### config.mk
export PLATFORM = sky130hd
export DESIGN_NAME = ps2_keyboard_decoder
export DESIGN_NICKNAME = d
export VERILOG_FILES = /design/src/rtl/ps2_kbd_pkg.sv /design/src/rtl/ps2_frame_rx.sv /design/src/rtl/ps2_keyboard_decoder.sv
export SDC_FILE = /design/constraint.sdc
export NUM_CORES = 1
export LEC_CHECK = 0
export ABC_AREA = 1
export CELL_PAD_IN_SITES_DETAIL_PLACEMENT = 2
export CELL_PAD_IN_SITES_GLOBAL_PLACEMENT = 2
export CORE_MARGIN = 1
export CORE_UTILIZATION = 25
export CTS_CLUSTER_DIAMETER = 30
export DETAILED_ROUTE_END_ITERATION = 16
export PLACE_DENSITY = 0.62
export RECOVER_POWER = 25
export SLEW_MARGIN = 20
export SYNTH_ARGS = -nofsm -noshare
export SYNTH_HDL_FRONTEND = slang
export SYNTH_SLANG_ARGS = --single-unit
### constraint.sdc
create_clock -name clk_25mhz -period 3.8 [get_ports clk_25mhz]
set_input_delay 0.76 -clock clk_25mhz [delete_from_list [all_inputs] [get_ports clk_25mhz]]
set_output_delay 0.76 -clock clk_25mhz [all_outputs]
set_load 0.03 [all_outputs]
### src/rtl/ps2_kbd_pkg.sv
// rtl/ps2_kbd_pkg.sv - scan-code-set-2 constants, decode states and ASCII map
package ps2_kbd_pkg;

   localparam logic [7:0] SC_BREAK  = 8'hF0;
   localparam logic [7:0] SC_EXT    = 8'hE0;
   localparam logic [7:0] SC_LSHIFT = 8'h12;
   localparam logic [7:0] SC_RSHIFT = 8'h59;
   localparam logic [7:0] SC_SPACE  = 8'h29;
   localparam logic [7:0] SC_ENTER  = 8'h5A;
   localparam logic [7:0] SC_BKSP   = 8'h66;

   typedef enum logic [1:0] {
      ST_IDLE,
      ST_BRK,
      ST_EXT,
      ST_EXT_BRK
   } dec_state_t;

   // Returns {hit, ascii}; letters derive their upper case from the lower case entry.
   function automatic logic [8:0] scan2ascii(input logic [7:0] code, input logic shift);
      logic [7:0] lo;
      logic [7:0] up;
      logic       hit;
      lo  = 8'h00;
      up  = 8'h00;
      hit = 1'b1;
      case (code)
         8'h1C: lo = 8'h61;
         8'h32: lo = 8'h62;
         8'h21: lo = 8'h63;
         8'h23: lo = 8'h64;
         8'h24: lo = 8'h65;
         8'h2B: lo = 8'h66;
         8'h34: lo = 8'h67;
         8'h33: lo = 8'h68;
         8'h43: lo = 8'h69;
         8'h3B: lo = 8'h6A;
         8'h42: lo = 8'h6B;
         8'h4B: lo = 8'h6C;
         8'h3A: lo = 8'h6D;
         8'h31: lo = 8'h6E;
         8'h44: lo = 8'h6F;
         8'h4D: lo = 8'h70;
         8'h15: lo = 8'h71;
         8'h2D: lo = 8'h72;
         8'h1B: lo = 8'h73;
         8'h2C: lo = 8'h74;
         8'h3C: lo = 8'h75;
         8'h2A: lo = 8'h76;
         8'h1D: lo = 8'h77;
         8'h22: lo = 8'h78;
         8'h35: lo = 8'h79;
         8'h1A: lo = 8'h7A;
         8'h16: begin lo = 8'h31; up = 8'h21; end
         8'h1E: begin lo = 8'h32; up = 8'h40; end
         8'h26: begin lo = 8'h33; up = 8'h23; end
         8'h25: begin lo = 8'h34; up = 8'h24; end
         8'h2E: begin lo = 8'h35; up = 8'h25; end
         8'h36: begin lo = 8'h36; up = 8'h5E; end
         8'h3D: begin lo = 8'h37; up = 8'h26; end
         8'h3E: begin lo = 8'h38; up = 8'h2A; end
         8'h46: begin lo = 8'h39; up = 8'h28; end
         8'h45: begin lo = 8'h30; up = 8'h29; end
         SC_SPACE: begin lo = 8'h20; up = 8'h20; end
         SC_ENTER: begin lo = 8'h0D; up = 8'h0D; end
         SC_BKSP:  begin lo = 8'h08; up = 8'h08; end
         default: hit = 1'b0;
      endcase
      if (lo >= 8'h61 && lo <= 8'h7A) begin
         up = lo - 8'h20;
      end
      return {hit, (shift ? up : lo)};
   endfunction

endpackage

### src/rtl/ps2_frame_rx.sv
// rtl/ps2_frame_rx.sv - PS/2 device-to-host frame deserialiser with parity, stop and timeout checks
module ps2_frame_rx #(
   parameter int TIMEOUT_CYCLES = 25000
) (
   input  logic       i_clk,
   input  logic       i_rst_n,
   input  logic       i_ps2_clk,
   input  logic       i_ps2_data,
   output logic [7:0] o_byte,
   output logic       o_byte_valid,
   output logic       o_frame_err
);

   localparam int TW = $clog2(TIMEOUT_CYCLES + 1);

   logic [1:0]    r_clk_sync;
   logic [1:0]    r_dat_sync;
   logic          r_clk_prev;
   logic [3:0]    r_bit_cnt;
   logic [7:0]    r_shift;
   logic          r_parity;
   logic [7:0]    r_byte;
   logic          r_byte_valid;
   logic          r_frame_err;
   logic [TW-1:0] r_idle;
   logic          w_fall;
   logic          w_dat;

   assign w_fall = r_clk_prev & ~r_clk_sync[1];
   assign w_dat  = r_dat_sync[1];

   always_ff @(posedge i_clk or negedge i_rst_n) begin
      if (!i_rst_n) begin
         r_clk_sync   <= 2'b11;
         r_dat_sync   <= 2'b11;
         r_clk_prev   <= 1'b1;
         r_bit_cnt    <= 4'd0;
         r_shift      <= 8'h00;
         r_parity     <= 1'b0;
         r_byte       <= 8'h00;
         r_byte_valid <= 1'b0;
         r_frame_err  <= 1'b0;
         r_idle       <= '0;
      end else begin
         r_clk_sync   <= {r_clk_sync[0], i_ps2_clk};
         r_dat_sync   <= {r_dat_sync[0], i_ps2_data};
         r_clk_prev   <= r_clk_sync[1];
         r_byte_valid <= 1'b0;
         r_frame_err  <= 1'b0;
         if (w_fall) begin
            r_idle <= '0;
            if (r_bit_cnt == 4'd0) begin
               // A high start bit is line noise: drop it and keep hunting.
               if (w_dat) begin
                  r_frame_err <= 1'b1;
               end else begin
                  r_bit_cnt <= 4'd1;
               end
            end else if (r_bit_cnt <= 4'd8) begin
               r_shift   <= {w_dat, r_shift[7:1]};
               r_bit_cnt <= r_bit_cnt + 4'd1;
            end else if (r_bit_cnt == 4'd9) begin
               r_parity  <= w_dat;
               r_bit_cnt <= 4'd10;
            end else begin
               r_bit_cnt <= 4'd0;
               if (w_dat && (^{r_shift, r_parity})) begin
                  r_byte       <= r_shift;
                  r_byte_valid <= 1'b1;
               end else begin
                  r_frame_err <= 1'b1;
               end
            end
         end else if (r_bit_cnt != 4'd0) begin
            if (r_idle == TW'(TIMEOUT_CYCLES - 1)) begin
               r_bit_cnt   <= 4'd0;
               r_idle      <= '0;
               r_frame_err <= 1'b1;
            end else begin
               r_idle <= r_idle + TW'(1);
            end
         end else begin
            r_idle <= '0;
         end
      end
   end

   assign o_byte       = r_byte;
   assign o_byte_valid = r_byte_valid;
   assign o_frame_err  = r_frame_err;

endmodule

### src/rtl/ps2_keyboard_decoder.sv
// rtl/ps2_keyboard_decoder.sv - PS/2 keyboard to ASCII decoder with output FIFO
module ps2_keyboard_decoder
   import ps2_kbd_pkg::*;
#(
   parameter int TIMEOUT_CYCLES = 25000,
   parameter int FIFO_DEPTH     = 4
) (
   input  logic       clk_25mhz,
   input  logic       reset,
   input  logic       ps2_clk,
   input  logic       ps2_data,
   output logic [7:0] char_data,
   output logic       char_valid,
   input  logic       char_ready,
   output logic       frame_err,
   output logic       overflow
);

   localparam int AW = $clog2(FIFO_DEPTH);
   localparam logic [AW:0] PTR_ONE = {{AW{1'b0}}, 1'b1};

   logic [7:0]  w_rx_byte;
   logic        w_rx_valid;
   logic        w_rx_err;
   logic [8:0]  w_map;

   dec_state_t  r_state;
   dec_state_t  w_state_nxt;
   logic        r_lshift;
   logic        r_rshift;
   logic        w_lshift_nxt;
   logic        w_rshift_nxt;
   logic        w_emit;
   logic        r_wr_en;
   logic [7:0]  r_wr_data;

   logic [7:0]  r_mem [FIFO_DEPTH];
   logic [AW:0] r_wptr;
   logic [AW:0] r_rptr;
   logic        r_overflow;
   logic        w_empty;
   logic        w_full;
   logic        w_pop;
   logic        w_push;

   ps2_frame_rx #(
      .TIMEOUT_CYCLES(TIMEOUT_CYCLES)
   ) u_rx (
      .i_clk       (clk_25mhz),
      .i_rst_n     (reset),
      .i_ps2_clk   (ps2_clk),
      .i_ps2_data  (ps2_data),
      .o_byte      (w_rx_byte),
      .o_byte_valid(w_rx_valid),
      .o_frame_err (w_rx_err)
   );

   assign w_map = scan2ascii(w_rx_byte, r_lshift | r_rshift);

   always_ff @(posedge clk_25mhz or negedge reset) begin
      if (!reset) begin
         r_state   <= ST_IDLE;
         r_lshift  <= 1'b0;
         r_rshift  <= 1'b0;
         r_wr_en   <= 1'b0;
         r_wr_data <= 8'h00;
      end else begin
         r_state   <= w_state_nxt;
         r_lshift  <= w_lshift_nxt;
         r_rshift  <= w_rshift_nxt;
         r_wr_en   <= w_emit;
         r_wr_data <= w_map[7:0];
      end
   end

   always_comb begin
      w_state_nxt  = r_state;
      w_lshift_nxt = r_lshift;
      w_rshift_nxt = r_rshift;
      w_emit       = 1'b0;
      // A corrupted byte may have been a prefix, so never trust the pending state.
      if (w_rx_err) begin
         w_state_nxt = ST_IDLE;
      end else if (w_rx_valid) begin
         case (r_state)
            ST_IDLE: begin
               if (w_rx_byte == SC_BREAK) begin
                  w_state_nxt = ST_BRK;
               end else if (w_rx_byte == SC_EXT) begin
                  w_state_nxt = ST_EXT;
               end else if (w_rx_byte == SC_LSHIFT) begin
                  w_lshift_nxt = 1'b1;
               end else if (w_rx_byte == SC_RSHIFT) begin
                  w_rshift_nxt = 1'b1;
               end else begin
                  w_emit = w_map[8];
               end
            end
            ST_BRK: begin
               if (w_rx_byte == SC_LSHIFT) begin
                  w_lshift_nxt = 1'b0;
               end else if (w_rx_byte == SC_RSHIFT) begin
                  w_rshift_nxt = 1'b0;
               end
               w_state_nxt = ST_IDLE;
            end
            ST_EXT: begin
               w_state_nxt = (w_rx_byte == SC_BREAK) ? ST_EXT_BRK : ST_IDLE;
            end
            default: begin
               w_state_nxt = ST_IDLE;
            end
         endcase
      end
   end

   assign w_empty = (r_wptr == r_rptr);
   assign w_full  = (r_wptr[AW] != r_rptr[AW]) && (r_wptr[AW-1:0] == r_rptr[AW-1:0]);
   assign w_pop   = ~w_empty & char_ready;
   // When full, a same-cycle pop frees the slot the push lands in.
   assign w_push  = r_wr_en & (~w_full | w_pop);

   always_ff @(posedge clk_25mhz or negedge reset) begin
      if (!reset) begin
         r_wptr     <= '0;
         r_rptr     <= '0;
         r_overflow <= 1'b0;
      end else begin
         if (w_push) begin
            r_wptr <= r_wptr + PTR_ONE;
         end
         if (w_pop) begin
            r_rptr <= r_rptr + PTR_ONE;
         end
         r_overflow <= r_wr_en & w_full & ~w_pop;
      end
   end

   always_ff @(posedge clk_25mhz) begin
      if (w_push) begin
         r_mem[r_wptr[AW-1:0]] <= r_wr_data;
      end
   end

   assign char_valid = ~w_empty;
   assign char_data  = w_empty ? 8'h00 : r_mem[r_rptr[AW-1:0]];
   assign frame_err  = w_rx_err;
   assign overflow   = r_overflow;

endmodule
==> results of run 1 <==
==> critical path, cell delays in order, from the launching register on <==
cell and delay, ps:
dfrtp_1 330, buf_4 210, clkinv_1 300, nand2_1 140
a21oi_1 90, nand2_1 300, nand2_1 100, inv_1 60
clkdlybuf4s50_1 660
==> worst paths after layout <==
path	startpoint	end	slack [ps]
worst min register to register	u_rx.r_dat_sync[0]$_DFF_PN1_	u_rx.r_dat_sync[1]$_DFF_PN1_	370
min in group asynchronous	reset	u_rx.r_shift[2]$_DFFE_PN0P_	1050
worst max-delay path	r_rptr[0]$_DFFE_PN0P_	char_data[3]	510
max in group asynchronous	reset	r_rptr[2]$_DFFE_PN0P_	1480
worst min-delay path	u_rx.r_dat_sync[0]$_DFF_PN1_	u_rx.r_dat_sync[1]$_DFF_PN1_	370
worst max register to register	r_rptr[0]$_DFFE_PN0P_	r_mem[0][5]$_DFFE_PP_	1440
==> registers in the layout, summed over array words and instances, names as in the netlist, 2 cells and up <==
register	cells
r_state	2
r_mem	32
u_rx.o_byte	8
u_rx.r_shift	8
r_wr_data	8
u_rx.r_idle	15
r_wptr	3
u_rx.r_dat_sync	2
u_rx.r_clk_sync	2
u_rx.r_bit_cnt	4
r_rptr	3
==> Yosys cell counts, types with 2 or more instances <==
cell and n:
nand2_1 145, nor3_1 10, o32ai_1 9, nand3_1 26
nand2_2 20, dfrtp_1 58, clkbuf_1 3, nor2_1 87
nand2_4 2, inv_2 9, o21ai_0 34, xor2_1 6
nor2_4 9, a31oi_1 2, xnor2_1 5, inv_1 70
edfxtp_1 32, dfstp_2 5, nand4_1 20, o21ai_1 6
ha_1 10, a21oi_1 20, nor2_2 7, buf_2 2
==> stage by stage <==
stage               instance area (µm²)  hold slack (ps)  power (mW)  cells
floorplan                          5090              345        1.93    615
global placement                   5570              345        2.21    892
detailed placement                 5570              353        2.25    892
CTS                                5850              365        3.14    908
global route                       5850              375        3.30    908
finish                             5850              367        3.08    908
==> routing by layer <==
metal | GRT usage | wire length, µm
met2 | 0.252 | 6700
met5 | 0 | 0
met1 | 0.185 | 6560
met4 | 0.0349 | 116
met3 | 0.0227 | 229
==> cell type report <==
cell class                      count  area [µm²]
Timing Repair Buffer               20         181
Multi-Input combinational cell    431        2210
Inverter                           81         305
Clock buffer                       11         243
Sequential cell                    95        2540
Fill cell                        2278       13900
Clock inverter                      5        41.3
Tap cell                          265         332
==> cell families (layout without fill, tap and decap cells) <==
group | count (synthesis) | count (layout) | synth area share
adder cells (fa/ha/maj) | 10 | 10 | 0.0246
buffers and inverters | 89 | 117 | 0.0673
AND/OR/NAND/NOR | 336 | 336 | 0.307
multiplexers | 1 | 1 | 0.00221
flip-flops | 95 | 95 | 0.500
XOR/XNOR | 11 | 11 | 0.0189
AO/OA/AOI/OAI | 73 | 73 | 0.0801
==> power groups by stage <==
stage	Combinational, mW	Clock, mW	Sequential, mW
CTS	0.990	0.899	1.25
detailed placement	0.985	0	1.27
global route	1.10	0.940	1.27
finish	0.969	0.866	1.25
floorplan	0.708	0	1.22
global placement	0.944	0	1.26
==> impl_metrics.py, run 1 <==
metrics = {
    "die": {
        "die_y_um": 145,
        "ios": 16,
        "initial_core_util": 0.258,
        "die_area_um2": 20900,
        "rows": 51,
        "die_x_um": 145,
        "core_um2": 19700,
    },
    "finish": {
        "final_cell_mix": "nand2_1 (145), nor2_1 (87), inv_1 (70), dfrtp_1 (58), o21ai_0 (34)",
        "diodes": 0,
        "final_common_cell": "nand2_1",
        "area_growth_pct": 14.9,
        "fin_nets": 653,
        "utilization": 0.297,
        "drive_gt1_frac": 0.121,
    },
    "clock_tree": {
        "clkTransAtPathRegs_ps": 70,
        "cts_made_buffers": 9,
        "h-tree-depth": 3,
        "cts_buffer_depth": 2,
        "clock_latency_ps": 340,
        "post-cts-setup-buffers": 0,
        "hold_buffers": 0,
        "post_cts_resized": 0,
        "cts_tree": "done",
        "cts_sinks": 95,
        "cts-root-buf": "clkbuf_16",
    },
    "sta": {
        "finalHoldViolCount": 0,
        "post-route-min-period_ps": 3290,
        "finalSetupViolCount": 0,
        "fin_skew_ps": 9.49,
        "period_share": 0.866,
        "slew_headroom": -0.466,
        "max_freq_mhz": 304,
        "rsz0062_at_grt": "no",
        "drv_slew": 39,
        "finalSetupTns_ps": 0,
        "worst-slew-pin-transition_ps": 2200,
        "fin_ws_ps": 511,
    },
    "power": {
        "p_int_mw": 1.96,
        "p_switching_mw": 1.12,
        "p_sw_frac": 0.364,
        "vdd_drop_max_mv": 0.249,
        "power_frac_comb": 0.315,
        "p_leak_nw": 2.61,
        "power_frac_seq": 0.404,
        "p_clk_frac": 0.281,
        "p_per_area_nw_per_um2": 526,
    },
    "synth": {
        "ys_seq_area_frac": 0.500,
        "synth-edff-count": 32,
        "netlist_area_um2": 5090,
        "syn_area_per_cell_um2": 8.28,
        "synth_flop_cell": "dfrtp_1",
        "yosysWarnings": 0,
        "synth.area.top_cells": "dfrtp_1 (29%), edfxtp_1 (19%), nand2_1 (11%)",
        "async_reset_ff_frac": 0.663,
        "ys_types": 42,
        "synth_seq_cells": 95,
        "synthCells": 615,
        "yosysTopAreaCellShare": 0.285,
        "syn_nets": 630,
        "yosysTopAreaCell": "dfrtp_1",
    },
    "setup_path": {
        "worstSetupStartpointType": "flop",
        "r2r_cells": 7,
        "critical_path_class": "reg2out",
        "worstPathRequired_ps": 3040,
        "worstPathMaxFanout": 19,
        "worstPathArrival_ps": 2530,
        "critPathCaptureType": "output pin",
    },
    "placement": {
        "place_congestion": 0.760,
        "place.port_buffers": 15,
        "place_ws_ps": 812,
        "place_hpwl_um": 10700,
    },
    "drt": {
        "dr.pass1.iters": 4,
        "ant_nets": 0,
        "dr.first_iter.drc_count": 192,
        "vias_per_cell": 4.54,
        "routed_wl_um": 13600,
        "avgRoutedWirePerCell_um": 15.0,
        "drc": 0,
        "vias": 4124,
    },
    "grt": {
        "grt_pass1_wl_um": 23300,
        "grtUsageTotal": 0.144,
        "antenna_found_initial": 0,
        "grt_overflow": 0,
        "grt_max_degree": 39,
        "grt_pass1_vias": 4542,
    },
    "hold_path": {
        "hold_depth": 0,
        "worstHoldPathType": "reg2reg",
    },
    "outcome": {
        "violations": "capacitance limit, slew limit",
        "outcome": "complete, but fails checks",
    },
    "flow_run": {
        "drv_cap": 1,
    },
}
No activity file was read; power rests on OpenSTA's default activity.
==> inputs of run 2 (changes only) <==
--- a/config.mk
+++ b/config.mk
@@ -14,7 +14,7 @@
 export DETAILED_ROUTE_END_ITERATION = 16
 export PLACE_DENSITY = 0.62
 export RECOVER_POWER = 25
-export SLEW_MARGIN = 20
+export REMOVE_ABC_BUFFERS = 1
 export SYNTH_ARGS = -nofsm -noshare
 export SYNTH_HDL_FRONTEND = slang
 export SYNTH_SLANG_ARGS = --single-unit
==> run 2 against run 1 <==
  * The flow now finishes without violations
  * Utilization up 0.10 points
  * Routed wire length up 5.2%
  * Sequential power about the same
  * Clock power up 6.8%
  * Critical path depth unchanged
  * Worst setup slack worse by 120 ps
  * Register-to-register slack worse by 80 ps
  * Die area unchanged
==> impl_metrics.py, run 2 (synthesis gave the netlist of run 1 again) <==
metrics = {
    "sta": {
        "drv_slew": 0,
        "max_freq_mhz": 294,
        "post-route-min-period_ps": 3410,
        "period_share": 0.896,
        "finalSetupTns_ps": 0,
        "finalSetupViolCount": 0,
        "rsz0062_at_grt": "no",
        "worst-slew-pin-transition_ps": 1400,
        "fin_skew_ps": 10.5,
        "finalHoldViolCount": 0,
        "whs_ps": 358,
        "slew_headroom": 0.0681,
    },
    "clock_tree": {
        "clock_latency_ps": 350,
        "cts_made_buffers": 9,
        "hold_buffers": 0,
        "clkTransAtPathRegs_ps": 80,
        "cts_tree": "done",
        "post_cts_resized": 0,
        "cts_sinks": 95,
        "cts_buffer_depth": 2,
        "h-tree-depth": 3,
        "cts-root-buf": "clkbuf_16",
        "post-cts-setup-buffers": 0,
    },
    "flow_run": {
        "drv_cap": 0,
    },
    "grt": {
        "antenna_found_initial": 0,
        "grt_max_degree": 26,
        "grt_pass1_vias": 4611,
        "grt_pass1_wl_um": 23900,
        "grt_overflow": 0,
        "grtUsageTotal": 0.151,
    },
    "setup_path": {
        "critical_path_class": "reg2out",
        "reg2reg_from": "r_rptr[0]$_DFFE_PN0P_",
        "cpMostUsedCell": "nand2_1",
        "cp_slowest_stage_delay_ps": 660,
        "worstPathArrival_ps": 2650,
        "critPathCaptureType": "output pin",
        "startpoint": "r_rptr[0]$_DFFE_PN0P_",
        "worstPathMaxFanout": 19,
        "path_cells": "buf_4 -> clkinv_1 -> nand2_1 -> a21oi_1 -> nand2_1 -> nand2_1 -> inv_1 -> clkdlybuf4s50_1",
        "worstSetupStartpointType": "flop",
        "crit_path_top_delay_cell": "clkdlybuf4s50_1",
        "worstPathRequired_ps": 3040,
    },
    "drt": {
        "vias": 4147,
        "vias_per_cell": 4.57,
        "dr.pass1.iters": 4,
        "avgRoutedWirePerCell_um": 15.8,
        "drc": 0,
        "dr.first_iter.drc_count": 78,
        "routed_wl_um": 14300,
        "ant_nets": 0,
    },
    "finish": {
        "drive_gt1_frac": 0.124,
        "final_common_cell": "nand2_1",
        "finalNonFillerCells": 908,
        "largest_reg_flops": 32,
        "diodes": 0,
        "area_growth_pct": 15.3,
        "final_cell_mix": "nand2_1 (145), nor2_1 (87), inv_1 (70), dfrtp_1 (58), o21ai_0 (34)",
        "utilization": 0.298,
        "fin_nets": 653,
    },
    "power": {
        "p_switching_mw": 1.20,
        "power_frac_seq": 0.395,
        "p_per_area_nw_per_um2": 538,
        "p_leak_nw": 2.63,
        "p_int_mw": 1.96,
        "p_sw_frac": 0.378,
        "vdd_drop_max_mv": 0.413,
        "power_frac_comb": 0.313,
        "p_clk_frac": 0.293,
    },
    "die": {
        "initial_core_util": 0.258,
        "die_area_um2": 20900,
        "rows": 51,
        "ios": 16,
        "die_x_um": 145,
        "die_y_um": 145,
        "core_um2": 19700,
    },
    "hold_path": {
        "worstHoldPathType": "reg2reg",
        "min_from": "u_rx.r_dat_sync[0]$_DFF_PN1_",
    },
    "placement": {
        "place_congestion": 0.782,
        "dp_cells": 892,
        "place.port_buffers": 15,
        "place_hpwl_um": 11400,
    },
    "outcome": {
        "outcome": "complete, no violations",
    },
}
## run 2: changes by cell type in the layout (fill, tap and decap cells not counted)
cell,previous run,this run
clkbuf_1,2,1
clkbuf_8,1,0
clkdlybuf4s50_1,12,14
clkinv_4,2,1
clkinv_8,0,1
clkinvlp_4,2,0
dfstp_1,1,0
dfstp_2,4,5
dlygate4sd3_1,2,0
inv_8,0,4
## run 2: power by group through the flow
stage          logic, mW  registers [mW]  clock network, mW
3_3_place_gp       0.958            1.26                  0
6_report           0.988            1.25              0.925
2_1_floorplan      0.648            1.25                  0
5_1_grt             1.11            1.26              0.999
4_1_cts             1.02            1.25              0.963
3_5_place_dp        1.01            1.27                  0
## run 2: worst max-delay path: cells and delay by family (launching register included)
family / cells / cell delay (ps)
AOI/OAI and AO/OA: 1 / 100
buffers and inverters: 4 / 1280
DFF: 1 / 330
and+or+nand+nor: 3 / 580
## run 2: path summary, 6_finish.rpt
path / end / slack (ps) / depth (start not counted)
max: char_data[4] / 390 / 8
min: u_rx.r_dat_sync[1]$_DFF_PN1_ / 360 / 0
max reg2reg: r_mem[2][3]$_DFFE_PP_ / 1360 / 7
min reg2reg: u_rx.r_dat_sync[1]$_DFF_PN1_ / 360 / 0
max in group asynchronous: u_rx.r_dat_sync[1]$_DFF_PN1_ / 1990 / 2
min in group asynchronous: u_rx.r_bit_cnt[1]$_DFFE_PN0P_ / 710 / 1
## run 2: cell type report
| cell class | count | area [µm²] |
|---|---|---|
| Clock inverter | 7 | 78.8 |
| Multi-Input combinational cell | 431 | 2210 |
| Tap cell | 265 | 332 |
| Clock buffer | 9 | 225 |
| Fill cell | 2273 | 13800 |
| Inverter | 81 | 305 |
| Sequential cell | 95 | 2540 |
| Timing Repair Buffer | 20 | 181 |
## run 2: layer usage
layer / part of all wire / wire length (µm) / global-route usage
met1: 0.42 / 6080 / 0.167
met2: 0.54 / 7700 / 0.290
met3: 0.017 / 243 / 0.0214
met4: 0.020 / 291 / 0.0510
met5: 0 / 0 / 0
## run 2: stage by stage
step                      setup slack [ps]  area [µm²]  power, mW
after CTS                              311        5870       3.22
final                                  394        5870       3.16
after detailed placement               723        5570       2.28
after floorplan                       1190        5050       1.90
after global routing                   142        5870       3.37
after global placement                 837        5570       2.22
==> inputs of run 3 (changes only) <==
--- a/config.mk
+++ b/config.mk
@@ -8,7 +8,6 @@
 export ABC_AREA = 1
 export CELL_PAD_IN_SITES_DETAIL_PLACEMENT = 2
 export CELL_PAD_IN_SITES_GLOBAL_PLACEMENT = 2
-export CORE_MARGIN = 1
 export CORE_UTILIZATION = 25
 export CTS_CLUSTER_DIAMETER = 30
 export DETAILED_ROUTE_END_ITERATION = 16
==> results of run 3 <==
Final layout, timing and power as in run 2 (identical DEF).
==> variant 1, RTL diff (flow settings as in run 2) <==
Re-encode `dec_state_t` (4 states) as one-hot, 4 bits wide.
--- a/src/rtl/ps2_kbd_pkg.sv
+++ b/src/rtl/ps2_kbd_pkg.sv
@@ -11,7 +11,7 @@
 
-   typedef enum logic [1:0] {
-      ST_IDLE,
-      ST_BRK,
-      ST_EXT,
-      ST_EXT_BRK
+   typedef enum logic [3:0] {
+      ST_IDLE    = 4'b0001,
+      ST_BRK     = 4'b0010,
+      ST_EXT     = 4'b0100,
+      ST_EXT_BRK = 4'b1000
    } dec_state_t;
Check against the original RTL: no difference found for any inputs over 10 cycles, from zero or initial values and one cycle with reset low; not proved beyond that.
==> variant 1 against run 2 <==
The flow now finishes with violations (capacitance limit, slew limit); power increased by 1.2%; sequential cell count grew 2; hold slack got worse by 2.5 ps; worst setup slack better by 110 ps; clock power rose by 1%; via count down 0.94%; routed wire length is 5.7% lower; largest power group unchanged; final area is 0.38% lower; critical endpoint is now char_data[2]; area after synthesis grew 0.39%.
==> variant 1: results (changes against run 2) <==
status finished with violations; failing checks capacitance limit, slew limit; DRT met1 WL 6.21 mm (+2.1%); FFs w/ async S/R, synth 67.0% (+0.69 points); placed cell count 882 (-1.1%); worst path arrival time 2540 ps (-110 ps); routed length on met2 6.89 mm (-11%); met3 wire len 248 um (+2.1%); min-delay src u_rx.r_dat_sync[0]$_DFF_PN1_; Sw Ratio 35.7% (-2.1 points); YS warnings 0 (unchanged); Lkg Pwr 2.77 nW (+5.4%); Largest stage delay, worst path 690 ps (+30 ps); Reg clk slew, reported paths 70 ps; Place WS 823 ps (+100 ps); drt wl/cell 15.0 um (-4.6%); Area contributors post-synth dfrtp_1 (29%), edfxtp_1 (19%), nand2_1 (11%); sequential share of the synthesized area 50.8% (+0.81 points); Reg2Reg Depth 14 (+7); pin count of the biggest net entering global routing 66 (+150%); first-pass GRT wire length 23.3 mm (-2.6%); beginning of the worst register-to-register path u_rx.o_byte[4]$_DFFE_PN0P_; starting DRC count in detailed routing 107 (+37%); share of cells above drive strength 1 9.95% (-2.5 points); Critical Path Fanout Max 19 (unchanged); final WL 13.5 mm (-5.7%); nets 643 (-1.5%); post-synthesis cell type count 40 (-4.8%); DR vias 4108 (-0.94%); Comb power frac 30.4% (-0.9 points); worst vdd ir 0.000235 V (-43%); Slowest cell on crit path dfrtp_1; max-slew violation count 66 (+66); max cap viols 1 (+1); clock skew 10.9 ps (+0.379 ps); GPL Wtd Cong 0.730 (-6.6%); list of most frequent post-synthesis cells nand2_1 (148), nor2_1 (88), inv_1 (70); top-area cell type share of the netlist area 28.9% (+0.38 points); DPL Wire Length 10.5 mm (-7.7%); DP Area 5550 um^2 (-0.29%); vias in the first global route 4643 (+0.69%)
-- variant 1: critical path: cells and delay by family, from the launching register on --
family	cells	cell delay, ps
buffers and inverters	3	940
flip-flops	1	690
AND/OR/NAND/NOR	3	490
AO/OA/AOI/OAI	1	80
-- variant 1: kinds of logic (layout without fill, tap and decap cells) --
family	after synthesis	after routing	synth area share [%]
compound gates	62	62	6.78
xor+xnor	14	14	2.40
fa+ha+maj	10	10	2.45
buf+inv	85	109	6.66
flops	97	97	50.8
mux	1	1	0.220
simple gates	340	340	30.7
-- variant 1: layout make-up --
cell class	instances	area (um^2)
inverters	75	282
flip-flops and latches	97	2590
clock buffers	12	246
well taps	265	332
repair buffers	18	165
clock inverters	4	52.6
multi-input cells	427	2180
fillers	2282	13900
-- variant 1: layer usage --
metal | vias to the layer above | global-route usage (%)
met5 | - | 0
met4 | 0 | 4.47
met3 | 7 | 2.74
met2 | 31 | 24.3
met1 | 2050 | 16.9
li1 | 2020 | -
-- variant 1: power by group through the flow --
| stage | Sequential [mW] | Combinational [mW] | Clock [mW] |
|---|---|---|---|
| finish | 1.29 | 0.972 | 0.934 |
| global route | 1.31 | 1.11 | 1.01 |
| CTS | 1.29 | 1.00 | 0.985 |
| detailed placement | 1.31 | 0.993 | 0 |
| global placement | 1.30 | 0.942 | 0 |
| floorplan | 1.28 | 0.679 | 0 |
-- variant 1: final timing paths --
path / endpoint / slack (ps)
max in group asynchronous: r_wr_data[4]$_DFF_PN0_ / 1840
min in group asynchronous: u_rx.r_shift[6]$_DFFE_PN0P_ / 920
setup reg to reg: r_wr_data[6]$_DFF_PN0_ / 1430
hold reg to reg: u_rx.r_dat_sync[1]$_DFF_PN1_ / 360
hold / removal: u_rx.r_dat_sync[1]$_DFF_PN1_ / 360
setup / recovery: char_data[2] / 500
-- variant 1: metrics by stage --
stage                     util (%)  power (mW)
after detailed placement      28.1        2.31
after global placement        28.1        2.25
after floorplan                  -        1.96
after CTS                     29.6        3.28
after global routing          29.6        3.43
final                         29.6        3.20
==> variant 2, RTL diff (flow settings as in run 2) <==
Made on the original files. The parameter `FIFO_DEPTH` goes from 4 to 2.
--- a/src/rtl/ps2_keyboard_decoder.sv
+++ b/src/rtl/ps2_keyboard_decoder.sv
@@ -5,3 +5,3 @@
    parameter int TIMEOUT_CYCLES = 25000,
-   parameter int FIFO_DEPTH     = 4
+   parameter int FIFO_DEPTH     = 2
 ) (
Behaviour: same outputs for any inputs over 10 cycles, from zero or initial values and one cycle with reset low; that may be too few to reach the edited logic, so the function may still have changed.
==> variant 2 against run 2 <==
The run now ends with capacitance limit, slew limit left; sequential cell count down 18; fmax up 16%; routed wire length decreased by 21%; final area down 15%; critical path depth fell by 3; area after synthesis decreased by 16%; register-to-register slack improved by 60 ps; critical endpoint is now char_data[3]; via count is 12% lower; largest cell class unchanged; sequential power decreased by 12%; power is 12% lower; worst setup slack better by 460 ps; count of clock-buffer cells in the layout unchanged.
==> variant 2: results (changes against run 2) <==
vias in the first global route 4057 (-12%); EDFF count, synth 16 (-50%); post-synthesis xor/xnor area fraction 2.06% (+0.17 points); starting DRC count in detailed routing 106 (+36%); max reg flops 16 (-50%); drt wl/cell 14.1 um (-11%); Place WS 1180 ps (+461 ps); worst path arrival time 2190 ps (-460 ps); share of cells above drive strength 1 9.52% (-2.9 points); Largest stage delay, worst path 690 ps (+30 ps); Fill cells 1931 (-15%); Relative slew margins -4.85% (-12 points); failing checks capacitance limit, slew limit; sequential share of the synthesized area 47.3% (-2.6 points); first-pass GRT wire length 19.7 mm (-18%); worst vdd ir 0.000215 V (-48%); Lkg Pwr 2.39 nW (-9.4%); complex-gate fraction of the synthesized area 6.82% (-1.2 points); beginning of the worst register-to-register path u_rx.o_byte[6]$_DFFE_PN0P_; routed vias/inst 4.58 (+0.31%); YS warnings 0 (unchanged); most used flip-flop cell after synthesis dfrtp_1; multiplexer area fraction after synthesis 0% (-0.22 points); Sw Pwr 1.02 mW (-15%); Post-Synth Adder-Cell Area 1.47% (-0.99 points); Area contributors post-synth dfrtp_1 (33%), nand2_1 (14%), edfxtp_1 (11%); Critical Path Fanout Max 11 (-8); DR vias 3656 (-12%); status finished with violations; Num CTS Buffers 9 (unchanged); Reg2Reg Depth 14 (+7); nets 583 (-11%); Reg clk slew, reported paths 60 ps (-20 ps); post-synthesis cell type count 38 (-9.5%); H-tree depth 3 (unchanged); reg2reg setup slack 1420 ps (+60 ps); GPL Wtd Cong 0.758 (-3.1%); ant diodes 0 (unchanged); pin count of the biggest net entering global routing 62 (+140%); FFs w/ async S/R, synth 79.2% (+13 points); Global Route Usage Sum 14.0% (-1.1 points); placed cell count 782 (-12%); R2R Path End r_wr_data[6]$_DFF_PN0_; max-slew violation count 62 (+62); clock skew 9.09 ps (-1.40 ps); DPL Wire Length 8.84 mm (-22%); list of most frequent post-synthesis cells nand2_1 (164), nor2_1 (78), inv_1 (60); Synth Instances 551 (-10%); max cap viols 1 (+1)
## variant 2: logic make-up after synthesis
family,after synthesis
flip-flops,77
XOR/XNOR,10
AND/OR/NAND/NOR,333
adder cells (fa/ha/maj),5
AO/OA/AOI/OAI,54
buffers and inverters,72
## variant 2: final cells by class
class	count	area share, %
inverter	67	5.09
multi-input combinational	402	39.5
timing repair buffer	16	3.02
sequential	77	40.5
tap	220	5.54
clock inverter	7	1.81
clock buffer	9	4.53
## variant 2: power by group through the flow
stage | clock network (mW) | logic (mW) | registers, mW
final | 0.910 | 0.784 | 1.10
after global routing | 0.970 | 0.904 | 1.12
after CTS | 0.944 | 0.813 | 1.11
after detailed placement | 0 | 0.804 | 1.12
after global placement | 0 | 0.762 | 1.11
after floorplan | 0 | 0.580 | 1.08
## variant 2: routing by layer
layer / track usage [%] / part of all wire, % / vias up
met2: 24.5 / 50 / 26
met3: 2.11 / 1.8 / 12
met5: 0 / 0 / -
met4: 4.60 / 1.4 / 0
met1: 17.5 / 46 / 1803
li1: - / - / 1815
## variant 2: worst max path at each step
| stage | startpoint | endpoint | slack [ps] | depth (start not counted) |
|---|---|---|---|---|
| 2_1_floorplan | r_rptr[0]$_DFFE_PN0P_ | char_data[0] | 1440 | 4 |
| 3_3_place_gp | r_rptr[0]$_DFFE_PN0P_ | char_data[3] | 1300 | 5 |
| 3_5_place_dp | r_rptr[0]$_DFFE_PN0P_ | char_data[3] | 1180 | 5 |
| 4_1_cts | r_rptr[0]$_DFFE_PN0P_ | char_data[3] | 810 | 5 |
| 5_1_grt | r_rptr[0]$_DFFE_PN0P_ | char_data[3] | 720 | 5 |
| 6_report | r_rptr[0]$_DFFE_PN0P_ | char_data[3] | 850 | 5 |
## variant 2: critical path: cells and delay by family, from the launching register on
kind / cells / cell delay (ps)
simple gates: 1 / 150
buf+inv: 2 / 840
flops: 1 / 500
compound gates: 1 / 160
xor+xnor: 1 / 190
## variant 2: metrics by stage
step | hold WS, ps | cell area [um^2]
2_1_floorplan | 345 | 4230
3_3_place_gp | 346 | 4660
3_5_place_dp | 347 | 4660
4_1_cts | 356 | 4970
5_1_grt | 360 | 4970
6_report | 354 | 4970
